### src/rtl/grant_decoder_pkg.sv
// Shared widths and state encoding for the 2->4 grant decoder.
package grant_decoder_pkg;
  localparam int CODE_W = 2;
  localparam int GNT_W  = 4;

  localparam logic ST_IDLE  = 1'b0;
  localparam logic ST_GRANT = 1'b1;
endpackage

### src/rtl/two_to_four_decoder_core.sv
// Combinational 2->4 one-hot decode; bit order matches the encoder inputs (a..d).
module two_to_four_decoder_core
  import grant_decoder_pkg::*;
(
  input  logic [CODE_W-1:0] code_i,
  output logic [GNT_W-1:0]  onehot_o
);

  always_comb begin
    onehot_o = '0;
    case (code_i)
      2'd0:    onehot_o = 4'b0001;
      2'd1:    onehot_o = 4'b0010;
      2'd2:    onehot_o = 4'b0100;
      default: onehot_o = 4'b1000;
    endcase
  end

endmodule

### src/rtl/two_to_four_grant_decoder.sv
// Accepts encoded request indices and holds the matching one-hot grant for HOLD_CYCLES,
// with a one-entry buffer so consecutive grants follow each other without a gap.
module two_to_four_grant_decoder
  import grant_decoder_pkg::*;
#(
  parameter int HOLD_CYCLES = 4,
  parameter int CNT_W       = 3
) (
  input  logic              clk,
  input  logic              reset_n,
  // Handshake: a code transfers on a rising edge where in_valid && in_ready.
  // in_ready depends only on the buffer flag, never on in_valid.
  input  logic              in_valid,
  output logic              in_ready,
  input  logic [CODE_W-1:0] in_code,
  output logic [GNT_W-1:0]  grant,
  output logic              busy,
  output logic              done
);

  localparam logic [CNT_W-1:0] RELOAD = CNT_W'(HOLD_CYCLES - 1);

  logic              state_q, state_d;
  logic [CNT_W-1:0]  cnt_q, cnt_d;
  logic              buf_full_q, buf_full_d;
  logic [CODE_W-1:0] buf_code_q, buf_code_d;
  logic [GNT_W-1:0]  grant_q, grant_d;
  logic              xfer;
  logic              last_cycle;
  logic              load;
  logic [CODE_W-1:0] load_code;
  logic [GNT_W-1:0]  dec_onehot;

  assign in_ready   = !buf_full_q;
  assign xfer       = in_valid && in_ready;
  assign last_cycle = (state_q == ST_GRANT) && (cnt_q == '0);
  // A full buffer always wins; otherwise the incoming code is the only candidate.
  assign load_code  = buf_full_q ? buf_code_q : in_code;

  two_to_four_decoder_core u_core (
    .code_i   (load_code),
    .onehot_o (dec_onehot)
  );

  always_comb begin
    state_d    = state_q;
    cnt_d      = cnt_q;
    buf_full_d = buf_full_q;
    buf_code_d = buf_code_q;
    grant_d    = grant_q;
    load       = 1'b0;
    case (state_q)
      ST_IDLE: begin
        if (xfer) begin
          state_d = ST_GRANT;
          load    = 1'b1;
        end
      end
      default: begin
        if (!last_cycle) begin
          cnt_d = cnt_q - CNT_W'(1);
          if (xfer) begin
            buf_full_d = 1'b1;
            buf_code_d = in_code;
          end
        end else if (buf_full_q) begin
          load       = 1'b1;
          buf_full_d = 1'b0;
        end else if (xfer) begin
          load = 1'b1;
        end else begin
          state_d = ST_IDLE;
          grant_d = '0;
        end
      end
    endcase
    if (load) begin
      grant_d = dec_onehot;
      cnt_d   = RELOAD;
    end
  end

  always_ff @(posedge clk or negedge reset_n) begin
    if (!reset_n) begin
      state_q    <= ST_IDLE;
      cnt_q      <= '0;
      buf_full_q <= 1'b0;
      buf_code_q <= '0;
      grant_q    <= '0;
    end else begin
      state_q    <= state_d;
      cnt_q      <= cnt_d;
      buf_full_q <= buf_full_d;
      buf_code_q <= buf_code_d;
      grant_q    <= grant_d;
    end
  end

  assign grant = grant_q;
  assign busy  = (state_q == ST_GRANT);
  assign done  = last_cycle;

endmodule

### config.mk
export PLATFORM = sky130hd
export DESIGN_NAME = two_to_four_grant_decoder
export DESIGN_NICKNAME = d
export VERILOG_FILES = /design/src/rtl/grant_decoder_pkg.sv /design/src/rtl/two_to_four_decoder_core.sv /design/src/rtl/two_to_four_grant_decoder.sv
export SDC_FILE = /design/constraint.sdc
export NUM_CORES = 1
export LEC_CHECK = 0
export BUFFER_PORTS_ARGS = -buffer_cell sky130_fd_sc_hd__buf_2
export CAP_MARGIN = 40
export CORE_AREA = 2 2 39 41
export DETAILED_ROUTE_END_ITERATION = 7
export DIE_AREA = 0 0 41 43
export PLACE_DENSITY = 0.65
export SLEW_MARGIN = 15
export SYNTH_ARGS = -nofsm -noshare
export SYNTH_HDL_FRONTEND = slang
export SYNTH_SLANG_ARGS = --single-unit
export TNS_END_PERCENT = 10
### constraint.sdc
create_clock -name clk -period 2.7 [get_ports clk]
set_input_delay 0.27 -clock clk [delete_from_list [all_inputs] [get_ports clk]]
set_output_delay 0.27 -clock clk [all_outputs]
set_load 0.01 [all_outputs]
==> flow_summary.json <==
{
  "gr-usage-met3_pct": 3.665,
  "cp-start-kind": "register",
  "r2r_slack_ps": 1030,
  "p_sw_mw": 0.2975,
  "period_minus_slack_ps": 1670,
  "ys_types": 19,
  "drt-initial-drc-count": 2,
  "async_reset_ff_share_pct": 100.0,
  "globalRouteTotalUtil_pct": 14.11,
  "hpwl_um": 805.4,
  "cpPeakStageDelay_ps": 360,
  "synth_area_leader_cell": "dfrtp_1",
  "syn_to_final_growth_pct": 19.43,
  "critPathMaxFanout": 4,
  "path_class": "register to primary output",
  "clkPwrFrac_pct": 14.8,
  "core_um2": 1384,
  "swShare_pct": 37.06,
  "synth-edff-count": 0,
  "rsz0062_at_grt": "false",
  "slew_headroom_pct": 82.02,
  "max_cap_violations": 0,
  "drive_gt1_share_pct": 41.27,
  "grt_first_pass_wirelength_um": 1635,
  "num_vias": 395,
  "min_period_over_period_pct": 61.86,
  "tns_ps": 0,
  "final_nets": 71,
  "yosysSeqAreaShare_pct": 48.03,
  "cp_data_required_time_ps": 2430,
  "syn_area_um2": 573.1,
  "worstPathArrival_ps": 1400,
  "peakVddDrop_mv": 0.4663,
  "seqPwrFrac_pct": 36.6,
  "ant_nets": 0,
  "met1_usage_pct": 17.33,
  "outcome": "finished clean",
  "fmax_mhz": 598.7,
  "start_util_pct": 41.41,
  "combPwrFrac_pct": 48.6,
  "p_leak_nw": 0.3551,
  "dp_slack_ps": 1022,
  "num_antenna_cells": 0,
  "dieHeight_um": 43,
  "grt_overflow_total": 0,
  "cp-end-kind": "primary output",
  "internal-power_mw": 0.5053,
  "synth_top_area_share_pct": 48.03,
  "h-tree-depth": 1,
  "yosysMostFrequentCell": "dfrtp_1",
  "die_width_um": 41,
  "yosys-top-cells-area": "dfrtp_1 (48%), mux2_4 (13%), o32ai_1 (6.1%), inv_1 (4.6%), ha_1 (4.4%)",
  "gp_congestion": 0.6578,
  "setup_ws_ps": 1030,
  "synthFlopType": "dfrtp_1",
  "grt_pass1_vias": 384,
  "synthCells": 47,
  "fin_worst_skew_ps": 2.948,
  "vias_per_cell": 5.000,
  "netlist_top_cells_count": "dfrtp_1 (11), inv_1 (7), mux2_4 (5)",
  "cts_setup_buffers": 0,
  "avgRoutedWirePerCell_um": 12.92,
  "mappedNetlistNets": 54,
  "grt_antenna_before_repair": 0,
  "synth_warnings": 0,
  "setup_violations": 0,
  "dieArea_um2": 1763,
  "worstSkewPairLatency_ps": 280,
  "clkSinkCount": 11,
  "regToRegStartpoint": "cnt_q[0]$_DFFE_PN0P_",
  "final_area_um2": 684.4,
  "hold_viol": 0,
  "met2_usage_pct": 22.19,
  "grt_max_degree": 12,
  "worst_pin_slew_ps": 268.8,
  "pwr_density_cell_nw_per_um2": 1173,
  "dr.pass1.iters": 3,
  "rows": 14,
  "worst_path_max_delay_cell": "dfrtp_1",
  "grt.busiest_layer": "met2",
  "port-buffer-count": 11,
  "ys_ff_latch": 11,
  "critPathMostFrequentCell": "ha_1",
  "maxSlewViolCount": 0,
  "crit_chain": "inv_1 > ha_1 > ha_1 > and2_4 > buf_2",
  "cts_buffer_depth": 2,
  "clk_pin_slew_ps": 70,
  "io_pins": 12,
  "wirelength_um": 1021,
  "avgSynthCellArea_um2": 12.19,
  "min-delay-start": "in_code[1]",
  "root_buffer": "clkbuf_4",
  "drc": 0,
  "hold_path.class": "primary input to register",
  "setup.worst_path.start": "cnt_q[0]$_DFFE_PN0P_",
  "cts_tree": "done",
  "numCtsBuffers": 3,
  "placed_area_um2": 648.1
}
==> per-stage QoR <==
stage | std cells | hold slack [ps] | utilization [%] | total power [mW]
finish | 79 | 281.5 | 49.46 | 0.8028
global placement | 74 | 151.9 | 46.84 | 0.6853
detailed placement | 74 | 151.1 | 46.84 | 0.6988
global route | 79 | 295.4 | 49.46 | 0.8774
CTS | 79 | 282.8 | 49.46 | 0.8169
floorplan | 47 | -25.59 | - | 0.5943
==> path summary, 6_finish.rpt <==
path | to | cells past startpoint
setup / recovery | done | 5
hold / removal | buf_code_q[1]$_DFFE_PN0P_ | 2
setup reg to reg | grant[3]$_DFFE_PN0P_ | 6
hold reg to reg | cnt_q[0]$_DFFE_PN0P_ | 1
max in group asynchronous | cnt_q[1]$_DFFE_PN0P_ | 2
min in group asynchronous | grant[0]$_DFFE_PN0P_ | 2
==> power groups by stage <==
stage	clock network [mW]	logic [mW]	registers, mW
2_1_floorplan	0	0.291	0.304
3_3_place_gp	0	0.387	0.298
3_5_place_dp	0	0.399	0.300
4_1_cts	0.120	0.401	0.296
5_1_grt	0.128	0.444	0.305
6_report	0.119	0.390	0.294
==> per-layer routing <==
metal,vias to the layer above,part of all wire [%]
li1,195,-
met1,186,42
met2,11,49
met3,3,6.0
met4,0,2.4
met5,-,0
==> placed cells by master, fill, tap and decap left out, drive strengths merged <==
cell,netlist,final
dfrtp,11,11
buf,0,11
inv,9,9
mux2,5,5
o32ai,4,4
clkbuf,0,4
nor2,3,3
nand2b,2,2
mux2i,2,2
ha,2,2
and2,1,1
nor2b,1,1
o21a,1,1
a21oi,1,1
nand3b,1,1
a31oi,1,1
nand3,1,1
a22oi,1,1
o22ai,1,1
dlygate4sd3,0,1
==> registers in the layout, indices dropped and copies added (netlist names) <==
register and flops:
buf_code_q 2, buf_full_q 1, busy 1, cnt_q 3
grant 4
==> layout make-up <==
cell class	count	area (um2)
sequential	11	275.3
timing repair buffer	12	65.06
inverter	9	33.78
clock buffer	4	26.28
multi-input combinational	27	264.0
tap	16	20.02
fill	139	699.4
==> critical path: cells and delay by family, from the launching register on <==
family | cells | cell delay [ps]
simple gates | 1 | 180
buf+inv | 2 | 180
flops | 1 | 360
fa+ha+maj | 2 | 400
==> logic make-up after synthesis <==
logic type	synth area share (%)
simple gates	9.390
fa+ha+maj	4.366
compound gates	15.72
flops	48.03
mux	16.59
buf+inv	5.897
==> timing repair <==
action | 4_1_cts | 5_1_grt
endpoints found under the setup margin | 0 | 0
resized for setup | 0 | 0
endpoints found under the hold margin | 11 | 0
hold buffers | 1 | 0
Note: power is estimated with default switching activity, not from simulation.
